<file path="config.mk">
export PLATFORM = sky130hd
export DESIGN_NAME = cpu_ctrl_wait_flat
export DESIGN_NICKNAME = d
export VERILOG_FILES = /design/src/rtl/cpu_ctrl_wait_pkg.sv /design/src/rtl/cpu_ctrl_wait_if.sv /design/src/rtl/cpu_ctrl_wait_branch_cond_eval.sv /design/src/rtl/cpu_ctrl_wait.sv /design/src/flat_wrapper.sv
export SDC_FILE = /design/constraint.sdc
export NUM_CORES = 1
export LEC_CHECK = 0
export ABC_AREA = 1
export BUFFER_PORTS_ARGS = -buffer_cell sky130_fd_sc_hd__buf_2
export CAP_MARGIN = 20
export CORE_ASPECT_RATIO = 1.25
export CORE_UTILIZATION = 45
export DETAILED_ROUTE_END_ITERATION = 7
export GPL_ROUTABILITY_DRIVEN = 0
export PLACE_DENSITY = 0.74
export SYNTH_ARGS = -nofsm -noshare
export SYNTH_HDL_FRONTEND = slang
export SYNTH_SLANG_ARGS = --single-unit
</file>
<file path="constraint.sdc">
create_clock -name clk -period 3.24 [get_ports clk]
set_input_delay 0.162 -clock clk [delete_from_list [all_inputs] [get_ports clk]]
set_output_delay 0.162 -clock clk [all_outputs]
set_load 0.01 [all_outputs]
</file>
<file path="src/rtl/cpu_ctrl_wait_pkg.sv">
// rtl/cpu_ctrl_wait_pkg.sv - shared states and encodings for the wait-capable CPU controller
package cpu_ctrl_pkg;

  typedef enum logic [4:0] {
    S_RST, S_IF1, S_IF2, S_UPDPC, S_DECODE,
    S_GETA, S_GETB, S_ALU_MOV, S_ALU, S_ALU_CMP, S_ALU_ADDR,
    S_GETADDR, S_LOADB, S_UPDDP, S_MEM_RD, S_MEM_WR,
    S_WR_IMM, S_WR_C, S_WR_MEM, S_LINK,
    S_BR_T, S_BR_NT, S_BR_X, S_HALT, S_ERR
  } state_t;

  localparam logic [2:0] OPC_B    = 3'b001;
  localparam logic [2:0] OPC_LINK = 3'b010;
  localparam logic [2:0] OPC_LDR  = 3'b011;
  localparam logic [2:0] OPC_STR  = 3'b100;
  localparam logic [2:0] OPC_ALU  = 3'b101;
  localparam logic [2:0] OPC_MOV  = 3'b110;
  localparam logic [2:0] OPC_HALT = 3'b111;

  localparam logic [1:0] OP_ADD     = 2'b00;
  localparam logic [1:0] OP_CMP     = 2'b01;
  localparam logic [1:0] OP_AND     = 2'b10;
  localparam logic [1:0] OP_MVN     = 2'b11;
  localparam logic [1:0] OP_MOV_REG = 2'b00;
  localparam logic [1:0] OP_MOV_IMM = 2'b10;
  localparam logic [1:0] OP_MEM     = 2'b00;
  localparam logic [1:0] OP_B       = 2'b00;
  localparam logic [1:0] OP_BX      = 2'b00;
  localparam logic [1:0] OP_BLX     = 2'b10;
  localparam logic [1:0] OP_BL      = 2'b11;

  localparam logic [1:0] MEM_NONE = 2'b00;
  localparam logic [1:0] MREAD    = 2'b01;
  localparam logic [1:0] MWRITE   = 2'b10;

  localparam logic [1:0] PC_ZERO = 2'b00;
  localparam logic [1:0] PC_INC  = 2'b01;
  localparam logic [1:0] PC_REL  = 2'b10;
  localparam logic [1:0] PC_REG  = 2'b11;

  localparam logic [2:0] NSEL_RN = 3'b100;
  localparam logic [2:0] NSEL_RD = 3'b010;
  localparam logic [2:0] NSEL_RM = 3'b001;

  localparam logic [3:0] VSEL_MDATA  = 4'b1000;
  localparam logic [3:0] VSEL_SXIMM8 = 4'b0100;
  localparam logic [3:0] VSEL_PC     = 4'b0010;
  localparam logic [3:0] VSEL_C      = 4'b0001;

  localparam logic [1:0] ERR_NONE    = 2'b00;
  localparam logic [1:0] ERR_TIMEOUT = 2'b01;
  localparam logic [1:0] ERR_ILLEGAL = 2'b10;

  localparam logic [2:0] COND_AL = 3'b000;
  localparam logic [2:0] COND_EQ = 3'b001;
  localparam logic [2:0] COND_NE = 3'b010;
  localparam logic [2:0] COND_LT = 3'b011;
  localparam logic [2:0] COND_LE = 3'b100;

endpackage

</file>
<file path="src/rtl/cpu_ctrl_wait_if.sv">
// rtl/cpu_ctrl_wait_if.sv - controller <-> datapath/memory signal bundle
interface cpu_ctrl_wait_if #(
  parameter int ST_W = 5
);
  logic [2:0]      opcode;
  logic [1:0]      op;
  logic [2:0]      cond;
  logic            N, V, Z;
  logic            mem_ready;
  logic            run;
  logic [2:0]      nsel;
  logic [3:0]      vsel;
  logic            loada, loadb, loadc, loads, write, asel, bsel;
  logic            load_ir, load_addr, load_pc, addr_sel;
  logic [1:0]      pc_sel;
  logic [1:0]      mem_cmd;
  logic            halted;
  logic            bus_err;
  logic [1:0]      err_code;
  logic [ST_W-1:0] state;

  modport master (
    input  opcode, op, cond, N, V, Z, mem_ready, run,
    output nsel, vsel, loada, loadb, loadc, loads, write, asel, bsel,
           load_ir, load_addr, load_pc, addr_sel, pc_sel, mem_cmd,
           halted, bus_err, err_code, state
  );

  modport slave (
    output opcode, op, cond, N, V, Z, mem_ready, run,
    input  nsel, vsel, loada, loadb, loadc, loads, write, asel, bsel,
           load_ir, load_addr, load_pc, addr_sel, pc_sel, mem_cmd,
           halted, bus_err, err_code, state
  );
endinterface

</file>
<file path="src/rtl/cpu_ctrl_wait_branch_cond_eval.sv">
// rtl/cpu_ctrl_wait_branch_cond_eval.sv - conditional branch decision from cond field and flags
module branch_cond_eval
  import cpu_ctrl_pkg::*;
(
  input  logic [2:0] cond,
  input  logic       n,
  input  logic       v,
  input  logic       z,
  output logic       taken,
  output logic       illegal
);

  always_comb begin
    taken   = 1'b0;
    illegal = 1'b0;
    case (cond)
      COND_AL: taken = 1'b1;
      COND_EQ: taken = z;
      COND_NE: taken = ~z;
      COND_LT: taken = n ^ v;
      COND_LE: taken = (n ^ v) | z;
      default: illegal = 1'b1;
    endcase
  end

endmodule

</file>
<file path="src/rtl/cpu_ctrl_wait.sv">
// rtl/cpu_ctrl_wait.sv - multi-cycle CPU control FSM with memory wait handshake and sticky errors
module cpu_ctrl_wait
  import cpu_ctrl_pkg::*;
#(
  parameter int MEM_WAIT_MAX = 15,
  parameter int ST_W         = 5
) (
  input  logic             clk,
  input  logic             reset,
  cpu_ctrl_wait_if.master  bus
);

  localparam int CNT_W = $clog2(MEM_WAIT_MAX + 1);

  state_t           state_q, state_d;
  logic [CNT_W-1:0] wait_q;
  logic [1:0]       err_q, err_d;
  logic             br_taken, br_illegal;
  logic             in_wait, timeout;

  branch_cond_eval u_branch_cond_eval (
    .cond    (bus.cond),
    .n       (bus.N),
    .v       (bus.V),
    .z       (bus.Z),
    .taken   (br_taken),
    .illegal (br_illegal)
  );

  function automatic state_t decode_target(input logic [2:0] opc, input logic [1:0] o,
                                           input logic tk, input logic ill);
    state_t t;
    t = S_ERR;
    case (opc)
      OPC_MOV:          if (o == OP_MOV_IMM) t = S_WR_IMM;
                        else if (o == OP_MOV_REG) t = S_GETB;
      OPC_ALU:          t = (o == OP_MVN) ? S_GETB : S_GETA;
      OPC_LDR, OPC_STR: if (o == OP_MEM) t = S_GETA;
      OPC_B:            if (o == OP_B && !ill) t = tk ? S_BR_T : S_BR_NT;
      OPC_LINK:         if (o == OP_BX) t = S_BR_X;
                        else if (o == OP_BL || o == OP_BLX) t = S_LINK;
      OPC_HALT:         t = S_HALT;
      default:          t = S_ERR;
    endcase
    return t;
  endfunction

  // Ready on the final permitted cycle still completes the access.
  assign in_wait = (state_q == S_IF1) || (state_q == S_MEM_RD) || (state_q == S_MEM_WR);
  assign timeout = in_wait && !bus.mem_ready && (wait_q == CNT_W'(MEM_WAIT_MAX - 1));

  always_ff @(posedge clk) begin
    if (reset) begin
      state_q <= S_RST;
      wait_q  <= '0;
      err_q   <= ERR_NONE;
    end else begin
      state_q <= state_d;
      err_q   <= err_d;
      wait_q  <= (in_wait && !bus.mem_ready) ? wait_q + 1'b1 : '0;
    end
  end

  always_comb begin
    state_d = state_q;
    err_d   = err_q;
    case (state_q)
      S_RST:      state_d = S_IF1;
      S_IF1:      if (bus.mem_ready) state_d = S_IF2;
      S_IF2:      state_d = S_UPDPC;
      S_UPDPC:    state_d = S_DECODE;
      S_DECODE: begin
        state_d = decode_target(bus.opcode, bus.op, br_taken, br_illegal);
        if (state_d == S_ERR) err_d = ERR_ILLEGAL;
      end
      S_GETA:     state_d = (bus.opcode == OPC_LDR || bus.opcode == OPC_STR) ? S_ALU_ADDR : S_GETB;
      S_GETB: begin
        if (bus.opcode != OPC_ALU || bus.op == OP_MVN) state_d = S_ALU_MOV;
        else if (bus.op == OP_CMP)                     state_d = S_ALU_CMP;
        else                                           state_d = S_ALU;
      end
      S_ALU_MOV, S_ALU:  state_d = S_WR_C;
      S_ALU_CMP:         state_d = S_IF1;
      S_ALU_ADDR:        state_d = S_GETADDR;
      S_GETADDR:         state_d = (bus.opcode == OPC_STR) ? S_LOADB : S_MEM_RD;
      S_LOADB:           state_d = S_UPDDP;
      S_UPDDP:           state_d = S_MEM_WR;
      S_MEM_RD:          if (bus.mem_ready) state_d = S_WR_MEM;
      S_MEM_WR:          if (bus.mem_ready) state_d = S_IF1;
      S_WR_IMM, S_WR_C, S_WR_MEM: state_d = S_IF1;
      S_LINK:            state_d = (bus.op == OP_BL) ? S_BR_T : S_BR_X;
      S_BR_T, S_BR_NT, S_BR_X:    state_d = S_IF1;
      S_HALT:            if (bus.run) state_d = S_IF1;
      S_ERR:             state_d = S_ERR;
      default:           state_d = S_RST;
    endcase
    if (timeout) begin
      state_d = S_ERR;
      err_d   = ERR_TIMEOUT;
    end
  end

  always_comb begin
    bus.nsel      = NSEL_RD;
    bus.vsel      = 4'b0000;
    bus.loada     = 1'b0;
    bus.loadb     = 1'b0;
    bus.loadc     = 1'b0;
    bus.loads     = 1'b0;
    bus.write     = 1'b0;
    bus.asel      = 1'b0;
    bus.bsel      = 1'b0;
    bus.load_ir   = 1'b0;
    bus.load_addr = 1'b0;
    bus.load_pc   = 1'b0;
    bus.addr_sel  = 1'b0;
    bus.pc_sel    = PC_ZERO;
    bus.mem_cmd   = MEM_NONE;
    bus.halted    = 1'b0;
    bus.bus_err   = 1'b0;
    case (state_q)
      S_RST:      bus.load_pc = 1'b1;
      S_IF1:      begin bus.addr_sel = 1'b1; bus.mem_cmd = MREAD; end
      S_IF2:      begin bus.addr_sel = 1'b1; bus.mem_cmd = MREAD; bus.load_ir = 1'b1; end
      S_UPDPC:    begin bus.load_pc = 1'b1; bus.pc_sel = PC_INC; end
      S_GETA:     begin bus.loada = 1'b1; bus.nsel = NSEL_RN; end
      S_GETB:     begin bus.loadb = 1'b1; bus.nsel = NSEL_RM; end
      S_ALU_MOV:  begin bus.asel = 1'b1; bus.loadc = 1'b1; end
      S_ALU:      bus.loadc = 1'b1;
      S_ALU_CMP:  bus.loads = 1'b1;
      S_ALU_ADDR: begin bus.bsel = 1'b1; bus.loadc = 1'b1; end
      S_GETADDR:  bus.load_addr = 1'b1;
      S_LOADB:    bus.loadb = 1'b1;
      S_UPDDP:    begin bus.asel = 1'b1; bus.loadc = 1'b1; end
      S_MEM_RD:   bus.mem_cmd = MREAD;
      S_MEM_WR:   bus.mem_cmd = MWRITE;
      S_WR_IMM:   begin bus.nsel = NSEL_RN; bus.vsel = VSEL_SXIMM8; bus.write = 1'b1; end
      S_WR_C:     begin bus.vsel = VSEL_C; bus.write = 1'b1; end
      S_WR_MEM:   begin bus.vsel = VSEL_MDATA; bus.write = 1'b1; bus.mem_cmd = MREAD; end
      S_LINK:     begin bus.nsel = NSEL_RN; bus.vsel = VSEL_PC; bus.write = 1'b1; end
      S_BR_T:     begin bus.load_pc = 1'b1; bus.pc_sel = PC_REL; end
      S_BR_X:     begin bus.load_pc = 1'b1; bus.pc_sel = PC_REG; end
      S_HALT:     bus.halted = 1'b1;
      S_ERR:      bus.bus_err = 1'b1;
      default:    ;
    endcase
  end

  assign bus.err_code = err_q;
  assign bus.state    = ST_W'(state_q);

endmodule

</file>
<file path="src/flat_wrapper.sv">
// flat-port wrapper written by rule: the top's interface ports become plain ports
module cpu_ctrl_wait_flat import cpu_ctrl_pkg::*;
#(
  parameter int MEM_WAIT_MAX = 15,
  parameter int ST_W         = 5
)
  (clk, reset, bus_opcode, bus_op, bus_cond, bus_N, bus_V, bus_Z, bus_mem_ready, bus_run, bus_nsel, bus_vsel, bus_loada, bus_loadb, bus_loadc, bus_loads, bus_write, bus_asel, bus_bsel, bus_load_ir, bus_load_addr, bus_load_pc, bus_addr_sel, bus_pc_sel, bus_mem_cmd, bus_halted, bus_bus_err, bus_err_code, bus_state);
  cpu_ctrl_wait_if #(.ST_W(ST_W)) bus_i ();
  input  logic clk;
  input  logic reset;
  input wire logic [$bits(bus_i.opcode)-1:0] bus_opcode;
  input wire logic [$bits(bus_i.op)-1:0] bus_op;
  input wire logic [$bits(bus_i.cond)-1:0] bus_cond;
  input wire logic [$bits(bus_i.N)-1:0] bus_N;
  input wire logic [$bits(bus_i.V)-1:0] bus_V;
  input wire logic [$bits(bus_i.Z)-1:0] bus_Z;
  input wire logic [$bits(bus_i.mem_ready)-1:0] bus_mem_ready;
  input wire logic [$bits(bus_i.run)-1:0] bus_run;
  output wire logic [$bits(bus_i.nsel)-1:0] bus_nsel;
  output wire logic [$bits(bus_i.vsel)-1:0] bus_vsel;
  output wire logic [$bits(bus_i.loada)-1:0] bus_loada;
  output wire logic [$bits(bus_i.loadb)-1:0] bus_loadb;
  output wire logic [$bits(bus_i.loadc)-1:0] bus_loadc;
  output wire logic [$bits(bus_i.loads)-1:0] bus_loads;
  output wire logic [$bits(bus_i.write)-1:0] bus_write;
  output wire logic [$bits(bus_i.asel)-1:0] bus_asel;
  output wire logic [$bits(bus_i.bsel)-1:0] bus_bsel;
  output wire logic [$bits(bus_i.load_ir)-1:0] bus_load_ir;
  output wire logic [$bits(bus_i.load_addr)-1:0] bus_load_addr;
  output wire logic [$bits(bus_i.load_pc)-1:0] bus_load_pc;
  output wire logic [$bits(bus_i.addr_sel)-1:0] bus_addr_sel;
  output wire logic [$bits(bus_i.pc_sel)-1:0] bus_pc_sel;
  output wire logic [$bits(bus_i.mem_cmd)-1:0] bus_mem_cmd;
  output wire logic [$bits(bus_i.halted)-1:0] bus_halted;
  output wire logic [$bits(bus_i.bus_err)-1:0] bus_bus_err;
  output wire logic [$bits(bus_i.err_code)-1:0] bus_err_code;
  output wire logic [$bits(bus_i.state)-1:0] bus_state;
  assign bus_i.opcode = bus_opcode;
  assign bus_i.op = bus_op;
  assign bus_i.cond = bus_cond;
  assign bus_i.N = bus_N;
  assign bus_i.V = bus_V;
  assign bus_i.Z = bus_Z;
  assign bus_i.mem_ready = bus_mem_ready;
  assign bus_i.run = bus_run;
  assign bus_nsel = bus_i.nsel;
  assign bus_vsel = bus_i.vsel;
  assign bus_loada = bus_i.loada;
  assign bus_loadb = bus_i.loadb;
  assign bus_loadc = bus_i.loadc;
  assign bus_loads = bus_i.loads;
  assign bus_write = bus_i.write;
  assign bus_asel = bus_i.asel;
  assign bus_bsel = bus_i.bsel;
  assign bus_load_ir = bus_i.load_ir;
  assign bus_load_addr = bus_i.load_addr;
  assign bus_load_pc = bus_i.load_pc;
  assign bus_addr_sel = bus_i.addr_sel;
  assign bus_pc_sel = bus_i.pc_sel;
  assign bus_mem_cmd = bus_i.mem_cmd;
  assign bus_halted = bus_i.halted;
  assign bus_bus_err = bus_i.bus_err;
  assign bus_err_code = bus_i.err_code;
  assign bus_state = bus_i.state;
  cpu_ctrl_wait #(.MEM_WAIT_MAX(MEM_WAIT_MAX), .ST_W(ST_W)) u_core (.clk(clk), .reset(reset), .bus(bus_i));
endmodule
</file>
==> results of run 1 <==
==> power breakdown <==
part | internal, uW | switching (uW) | leakage [uW]
Combinational | 139 | 265 | 0.000803
Clock | 47.8 | 48.2 | 0.0000150
Sequential | 153 | 41.3 | 0.0000892
==> synth_stat cells, types with 2 or more instances <==
master,n
ha_1,2
nor2_2,7
nand2_2,4
dfxtp_1,11
nor2_1,45
nand2_1,70
nor3_1,4
inv_2,4
o21ai_0,8
o21ai_1,2
a21oi_1,10
nand4_1,3
nand3_1,19
inv_1,30
==> stage by stage <==
stage | cell area, sq um | total power (uW) | utilization [%]
after floorplan | 1230 | 477 | -
after global placement | 1470 | 596 | 58.6
after detailed placement | 1470 | 597 | 58.6
after CTS | 1490 | 693 | 59.6
after global routing | 1490 | 754 | 59.6
final | 1490 | 695 | 59.6
==> sequential cells by signal (all words and copies together) (netlist names) <==
signal / flops
u_core.bus.err_code: 2
u_core.bus.state: 5
u_core.wait_q: 4
==> layout make-up <==
class | count | area, sq um | share of cell area (%)
Inverter | 34 | 128 | 8.56
Timing Repair Buffer | 45 | 225 | 15.1
Sequential cell | 11 | 220 | 14.8
Tap cell | 33 | 41.3 | 2.77
Clock buffer | 4 | 26.3 | 1.76
Multi-Input combinational cell | 184 | 851 | 57.0
==> worst min-delay path by stage <==
stage | from | cells past startpoint | slack, ps | to
5_1_grt | reset | 2 | 100 | u_core.bus.state[3]
6_report | reset | 2 | 90 | u_core.bus.state[4]
3_3_place_gp | reset | 2 | 370 | u_core.bus.state[4]
4_1_cts | reset | 2 | 90 | u_core.bus.state[4]
3_5_place_dp | reset | 2 | 380 | u_core.bus.state[4]
2_1_floorplan | reset | 1 | 230 | u_core.bus.err_code[0]
==> cell families after synthesis <==
logic type | synth area share (%)
AO/OA/AOI/OAI | 10.8
XOR/XNOR | 1.43
adder cells (fa/ha/maj) | 2.04
buffers and inverters | 12.7
flip-flops | 17.9
AND/OR/NAND/NOR | 55.0
==> metal layers <==
layer	track usage [%]	vias to the layer above	part of all wire (%)
li1	-	827	-
met1	27.2	680	43
met2	46.2	56	50
met3	3.01	10	4.1
met4	9.24	0	3.4
met5	0	-	0
==> impl_metrics.yaml, run 1 <==
status:
  status: "complete, no violations"
clocking:
  numClockSinks: 11
  clk_latency_ps: 280
  clkTransAtPathRegs_ps: 70
  cts_max_level: 1
  cts_repair_resize_count: 0
  cts_tree: "yes"
  clockBufferDepth: 2
  hold_buffers: 0
  cts_buffers: 3
  cts_root_buffer: "clkbuf_4"
  post_cts.repair.setup_buffers: 0
critical_path:
  crit_cells: 6
  cp_data_required_time_ps: 3080
  crit_top_cell: "nand2_1"
  r2r_end: "u_core.bus.state[1]"
  cpLargestDelayFamily: "simple AND/OR/NAND/NOR gates"
  critical_path_class: "register to primary output"
  critPathLaunchType: "register"
  path_max_fanout: 12
  slowest_delay_ps: 560
  path_buf_inv: 1
  reg2reg_depth: 8
  cp-startpoint: "u_core.bus.state[0]"
  end_kind: "primary output"
  r2r-start: "u_core.bus.state[0]"
  crit_path_end: "bus_nsel[1]"
  cp_slowest_cell: "dfxtp_1"
  r2r_slack_ps: 1560
  critPathArrivalTime_ps: 1710
  cp_cell_sequence: "nand2_1 -> nor2_1 -> nand2_1 -> nand2_1 -> nor2_1 -> buf_2"
global_routing:
  grt_max_degree: 13
  grt_pass1_vias: 1367
  gr-total-overflow: 0
  antenna_found_initial: 0
  grtUsageTotal_pct: 24.0
  grt_first_pass_wirelength_mm: 5.58
pwr:
  leakage_uw: 0.000907
  powerDensity_nw_per_um2: 466
  vdd_drop_max_v: 0.000238
layout:
  n_antenna_cell: 0
  final_cell_mix: "nand2_1 (70), nor2_1 (45), buf_2 (45), inv_1 (30), nand3_1 (19)"
  final_nets: 296
  drive_gt1_share_pct: 23.4
  fillers: 288
  syn2layout_area_growth_pct: 21.5
  layout_commonest_cell: "nand2_1"
  fin_cells: 311
synthesis:
  synth_edf_count: 0
  ys.warnings.count: 0
  ys_seq_area_share_pct: 17.9
  synth_top_area_share_pct: 21.4
  synthTopCellsByArea: "nand2_1 (21%), dfxtp_1 (18%), nor2_1 (14%)"
  syn_area_sq_um: 1230
  syn_nets: 250
  async_reset_ff_share_pct: 0
  synth_cell_types: 28
  synth_ff_type: "dfxtp_1"
  synth_top_area_cell: "nand2_1"
  syn_area_per_cell_sq_um: 5.27
  postSynthCellCount: 233
  ys_ff_latch: 11
floorplan:
  rows: 20
  die_w_microns: 48.7
  die_y_microns: 60.4
  fp.dieArea_sq_um: 2940
  core_sq_um: 2500
  ioPinCount: 46
  start_util_pct: 49.0
drt:
  ant_nets: 0
  routed-via-count: 1573
  routedWlPerCell_microns: 11.0
  drc: 0
  drtIter0Drc: 40
  vias_per_cell: 5.06
  first_pass_iters: 4
  wirelength_mm: 3.41
sta:
  clock_skew_ps: 6.53
  setup_viol: 0
  hold_viol: 0
  maxSlewViolCount: 0
  fin_tns_setup_ps: 0
  fin_crit_ps: 1870
  tightest_slew_ps: 399
  fin_crit_sh_pct: 57.9
  hold_slack_ps: 90.6
  slew_headroom_pct: 73.4
  rsz0062_at_grt: "no"
  fmax_mhz: 533
  setup_slack_ps: 1370
placed_design:
  place_hpwl_mm: 2.84
  dp_slack_ps: 1600
  placed_cells: 307
  portBuffers: 45
job:
  maxCapViolCount: 0
hold_path:
  hp-class: "input pin to register"
No activity file was read; power rests on OpenSTA's default activity.
==> run 2, diff against run 1 <==
--- a/config.mk
+++ b/config.mk
@@ -5,7 +5,7 @@
 export SDC_FILE = /design/constraint.sdc
 export NUM_CORES = 1
 export LEC_CHECK = 0
-export ABC_AREA = 1
+export ABC_AREA = 0
 export BUFFER_PORTS_ARGS = -buffer_cell sky130_fd_sc_hd__buf_2
 export CAP_MARGIN = 20
 export CORE_ASPECT_RATIO = 1.25
==> constraint.sdc (replaced) <==
create_clock -name clk -period 1.9 [get_ports clk]
set_input_delay 0.095 -clock clk [delete_from_list [all_inputs] [get_ports clk]]
set_output_delay 0.095 -clock clk [all_outputs]
set_load 0.01 [all_outputs]
==> run 2 against run 1 <==
Sequential power rose by 54%. Synthesized cell count shrank 21%. Core utilization rose by 0.72 points. Sequential share of layout area fell by 1.1 points. Register-to-register slack worse by 1500 ps. Clock skew is 2.8 ps lower. Critical path type unchanged.
==> impl_metrics.yaml, run 2 <==
layout:
  final_cell_mix: "buf_2 (45), nor2_1 (21), nand2_1 (16), o21ai_0 (12), nand3_1 (12)"
  fillers: 268
  syn2layout_area_growth_pct: 27.0
  largest_register_ffs: 5
  drive_gt1_share_pct: 29.3
  layout_commonest_cell: "buf_2"
  fin_util_pct: 60.3
  final_nets: 247
  fin_cells: 263
  n_antenna_cell: 0
drt:
  first_pass_iters: 4
  routedWlPerCell_microns: 13.2
  drc: 0
  wirelength_mm: 3.48
  vias_per_cell: 5.76
  drtIter0Drc: 63
  ant_nets: 0
  routed-via-count: 1515
clocking:
  numClockSinks: 11
  cts_root_buffer: "clkbuf_4"
  post_cts.repair.setup_buffers: 0
  cts_max_level: 1
  clkTransAtPathRegs_ps: 70
  clockBufferDepth: 2
  clk_latency_ps: 260
  cts_tree: "yes"
  cts_buffers: 3
global_routing:
  antenna_found_initial: 0
  grtUsageTotal_pct: 23.7
  grt_first_pass_wirelength_mm: 5.75
  grt_pass1_vias: 1293
  grt_max_degree: 27
  gr-total-overflow: 0
sta:
  fin_crit_sh_pct: 95.2
  slew_headroom_pct: 67.4
  clock_skew_ps: 3.74
  fin_tns_setup_ps: 0
  fmax_mhz: 553
  fin_crit_ps: 1810
  hold_viol: 0
  maxSlewViolCount: 0
  setup_viol: 0
  hold_slack_ps: 88.7
  tightest_slew_ps: 485
  rsz0062_at_grt: "no"
synthesis:
  ys.warnings.count: 0
  synth_ff_type: "dfxtp_1"
  synth_cell_types: 52
  ys_ff_latch: 11
  synth_edf_count: 0
  syn_nets: 202
  synth_top_area_share_pct: 17.3
  syn_area_sq_um: 1270
  synth_commonest_cells: "nor2_1 (21), nand2_1 (16), nand3_1 (12), nor3_1 (12), o21ai_0 (12)"
  synth_most_common_cell: "nor2_1"
  synth_top_area_cell: "dfxtp_1"
  syn_area_per_cell_sq_um: 6.88
  ys_seq_area_share_pct: 17.3
  synthTopCellsByArea: "dfxtp_1 (17%), nor2_1 (6.2%), nand3_1 (4.7%)"
  async_reset_ff_share_pct: 0
  postSynthCellCount: 185
pwr:
  vdd_drop_max_v: 0.000533
  leakage_uw: 0.000673
  power_uw: 1550
  powerDensity_nw_per_um2: 957
status:
  status: "complete, no violations"
critical_path:
  r2r_end: "u_core.bus.state[2]"
  critPathLaunchType: "register"
  reg2reg_depth: 4
  r2r-start: "u_core.bus.state[2]"
  critical_path_class: "register to primary output"
  path_max_fanout: 22
  end_kind: "primary output"
  cp-startpoint: "u_core.bus.state[3]"
  cp_data_required_time_ps: 1800
  crit_path_end: "bus_nsel[1]"
  r2r_slack_ps: 90
  critPathArrivalTime_ps: 1710
floorplan:
  core_sq_um: 2680
  die_w_microns: 49.6
  fp.dieArea_sq_um: 3050
  rows: 21
  ioPinCount: 46
  start_util_pct: 47.5
  die_y_microns: 61.5
hold_path:
  hold_start: "reset"
  hp-class: "input pin to register"
placed_design:
  portBuffers: 45
  placed_cells: 259
  place_hpwl_mm: 2.69
job:
  maxCapViolCount: 0
-- run 2: cell types whose count changed after synthesis, sizes merged, moves of 4 or more --
cell / before / now
a31oi: 0 / 4
nand2: 74 / 16
inv: 34 / 9
nand3: 19 / 12
nor2: 53 / 21
clkbuf: 1 / 10
nand2b: 0 / 8
a211oi: 0 / 4
nor3: 5 / 12
nor2b: 0 / 5
-- run 2: layout make-up --
cell class | count | area [sq um] | area share, %
Tap cell | 34 | 42.5 | 2.63
Multi-Input combinational cell | 151 | 968 | 59.9
Clock buffer | 4 | 26.3 | 1.63
Timing Repair Buffer | 54 | 325 | 20.1
Sequential cell | 11 | 220 | 13.6
Inverter | 9 | 33.8 | 2.09
-- run 2: cell families (layout without fill, tap and decap cells) --
group,count (synthesis),in the layout,share of synthesized area (%)
AO/OA/AOI/OAI,57,57,34.9
adder cells (fa/ha/maj),2,2,1.97
flip-flops,11,11,17.3
buffers and inverters,23,67,7.57
AND/OR/NAND/NOR,87,87,34.8
XOR/XNOR,5,5,3.44
-- run 2: worst max-delay path: stages, from the launching register on --
cell and delay [ps]:
dfxtp_1 330, buf_6 170, nand2b_1 180, or3_1 380
inv_1 100, a21o_1 110, nor2_1 40, buf_2 140
-- run 2: worst min-delay path by stage --
stage | end | slack, ps | cells after the start
finish | u_core.bus.state[2] | 90 | 2
global placement | u_core.bus.state[2] | 360 | 2
floorplan | u_core.bus.state[2] | 160 | 1
CTS | u_core.bus.state[2] | 90 | 2
detailed placement | u_core.bus.state[2] | 370 | 2
global route | u_core.bus.state[2] | 100 | 2
-- run 2: stage by stage --
step | area [sq um] | setup WS (ps)
2_1_floorplan | 1270 | 89.1
4_1_cts | 1600 | 62.0
6_report | 1620 | 90.7
3_5_place_dp | 1570 | 115
5_1_grt | 1620 | 12.8
3_3_place_gp | 1570 | 175
-- run 2: repair_timing --
action,CTS,global route
resized for setup,0,4
setup endpoints to repair,0,1
hold buffers,0,0
endpoints found under the hold margin,0,0
-- run 2: routing by layer --
| layer | vias up | share of wire [%] | global-route usage, % |
|---|---|---|---|
| met5 | - | 0 | 0 |
| met2 | 53 | 51 | 41.7 |
| met1 | 689 | 44 | 31.8 |
| met4 | 0 | 0.29 | 5.71 |
| li1 | 771 | - | - |
| met3 | 2 | 5.1 | 1.48 |
-- run 2: report_power, final --
group / internal [uW] / leakage (uW) / switching (uW) / total (uW)
combinational: 460 / 0.000568 / 625 / 1090
clock: 81.1 / 0.0000150 / 79.6 / 161
sequential: 268 / 0.0000893 / 32.8 / 301
==> run 3, diff against run 2 <==
--- a/config.mk
+++ b/config.mk
@@ -8,11 +8,13 @@
 export ABC_AREA = 0
 export BUFFER_PORTS_ARGS = -buffer_cell sky130_fd_sc_hd__buf_2
 export CAP_MARGIN = 20
+export CELL_PAD_IN_SITES_DETAIL_PLACEMENT = 0
+export CELL_PAD_IN_SITES_GLOBAL_PLACEMENT = 2
 export CORE_ASPECT_RATIO = 1.25
-export CORE_UTILIZATION = 45
+export CORE_UTILIZATION = 26
 export DETAILED_ROUTE_END_ITERATION = 7
 export GPL_ROUTABILITY_DRIVEN = 0
-export PLACE_DENSITY = 0.74
+export PLACE_DENSITY_LB_ADDON = 0.1
 export SYNTH_ARGS = -nofsm -noshare
 export SYNTH_HDL_FRONTEND = slang
 export SYNTH_SLANG_ARGS = --single-unit
==> run 3 against run 2 <==
Sequential cell count unchanged. Via count up 4.4%. First-iteration DRC count down 33%. Register-to-register slack about the same. Hold slack better by 24 ps. Clock skew down 2.6 ps. Sequential share of layout area down 0.35 points. Combinational power about the same. Total power up 7.0%. Fmax down 0.31%. Worst setup slack worse by 5.7 ps. Die area up 70%. Largest power group unchanged.
==> impl_metrics.yaml, run 3 (same netlist as run 2, synthesis figures left out) <==
pwr:
  pwr-share-clk_pct: 14.9
  leakage_uw: 0.000690
  seqPwrFrac_pct: 19.3
  p_sw_uw: 786
  pwr-share-comb_pct: 65.9
  powerDensity_nw_per_um2: 981
  swShare_pct: 47.5
  vdd_drop_max_v: 0.000228
  power_uw: 1660
  p_int_uw: 870
placed_design:
  place_hpwl_mm: 3.32
  dp_slack_ps: 113
  place_area_sq_um: 1620
  placed_cells: 286
  portBuffers: 45
critical_path:
  cp_data_required_time_ps: 2060
  path_max_fanout: 5
  critical_path_class: "register to register"
  crit_cells: 4
  slowest_delay_ps: 590
  reg2reg_depth: 4
  cp_slowest_cell: "or4b_4"
  critPathLaunchType: "register"
  cp_cell_sequence: "or4b_4 -> a211oi_4 -> o21ai_0 -> a311oi_2"
  critPathArrivalTime_ps: 1980
  end_kind: "register"
  cpLargestDelayFamily: "compound AO/OA/AOI/OAI gates"
  path_buf_inv: 0
layout:
  n_antenna_cell: 0
  final_cell_mix: "buf_2 (45), nor2_1 (21), nand2_1 (16), o21ai_0 (12), nand3_1 (12)"
  finalInstanceArea_sq_um: 1690
  drive_gt1_share_pct: 31.7
  largest_register_ffs: 5
  syn2layout_area_growth_pct: 32.6
  fin_cells: 290
  final_nets: 248
  layout_commonest_cell: "buf_2"
clocking:
  clk_latency_ps: 240
  clkTransAtPathRegs_ps: 50
  numClockSinks: 11
  cts_root_buffer: "clkbuf_8"
  cts_tree: "yes"
  cts_buffers: 3
  clockBufferDepth: 2
  cts_max_level: 1
global_routing:
  grt_pass1_vias: 1463
  antenna_found_initial: 0
  gr-total-overflow: 0
  grt_first_pass_wirelength_mm: 6.87
  grtUsageTotal_pct: 17.1
  grt_max_degree: 29
floorplan:
  die_y_microns: 80.2
  rows: 28
  fp.dieArea_sq_um: 5180
  ioPinCount: 46
  die_w_microns: 64.6
  start_util_pct: 26.9
  core_sq_um: 4730
sta:
  hold_viol: 0
  clock_skew_ps: 1.18
  fin_tns_setup_ps: 0
  tightest_slew_ps: 428
  slew_headroom_pct: 71.1
  rsz0062_at_grt: "no"
  maxSlewViolCount: 0
  setup_slack_ps: 85.1
  fmax_mhz: 551
  fin_crit_ps: 1810
  fin_crit_sh_pct: 95.5
  setup_viol: 0
hold_path:
  hold_depth: 2
  hp-class: "input pin to register"
drt:
  wl_met3_microns: 137
  drtIter0Drc: 42
  top_layer: "met4"
  routedWlPerCell_microns: 14.5
  vias_per_cell: 5.46
  drt-met1-wl_mm: 1.83
  routed-via-count: 1582
  first_pass_iters: 4
  ant_nets: 0
  wl_met2_mm: 2.15
  wirelength_mm: 4.21
  drc: 0
job:
  maxCapViolCount: 0
status:
  status: "complete, no violations"
## run 3: cell count changes in the layout (fill, tap and decap cells not counted), sizes merged
cell    change
buf         +1
clkbuf      -1
clkinv      +1
## run 3: power groups by stage
stage	clock [uW]	sequential (uW)	combinational, uW
finish	246	319	1090
global route	269	326	1190
CTS	257	315	1090
detailed placement	0	320	1090
global placement	0	319	1090
floorplan	0	327	671
## run 3: through the flow
step           util [%]  hold slack (ps)
2_1_floorplan         -              163
3_3_place_gp       34.3              365
3_5_place_dp       34.3              366
4_1_cts            35.3              101
5_1_grt            35.7              122
6_report           35.7              113
## run 3: repair_timing
action,in CTS,in global routing
setup buffers,0,0
hold buffers,0,0
endpoints found under the setup margin,0,4
resized for setup,0,6
## run 3: layer usage
metal / track usage [%] / up-vias
met4: 7.56 / 0
met2: 31.2 / 38
met1: 20.0 / 758
met3: 1.56 / 6
met5: 0 / -
li1: - / 780
## run 3: area by class of cell
cell class	count	area (sq um)
clock buffer	3	41.3
fill	555	3040
sequential	11	224
multi-input combinational	151	971
timing repair buffer	55	338
inverter	9	33.8
tap	60	75.1
clock inverter	1	5.00
## run 3: path summary, 6_finish.rpt
path / startpoint / endpoint / slack (ps)
setup / recovery: u_core.bus.state[2] / u_core.bus.state[2] / 90
hold / removal: reset / u_core.bus.state[3] / 110
setup reg to reg: u_core.bus.state[2] / u_core.bus.state[2] / 90
hold reg to reg: u_core.bus.err_code[1] / u_core.bus.err_code[1] / 450
## run 3: worst register-to-register path: stages (launching register included)
cell	delay, ps
dfxtp_1	340
or4b_4	590
a211oi_4	360
o21ai_0	190
a311oi_2	250
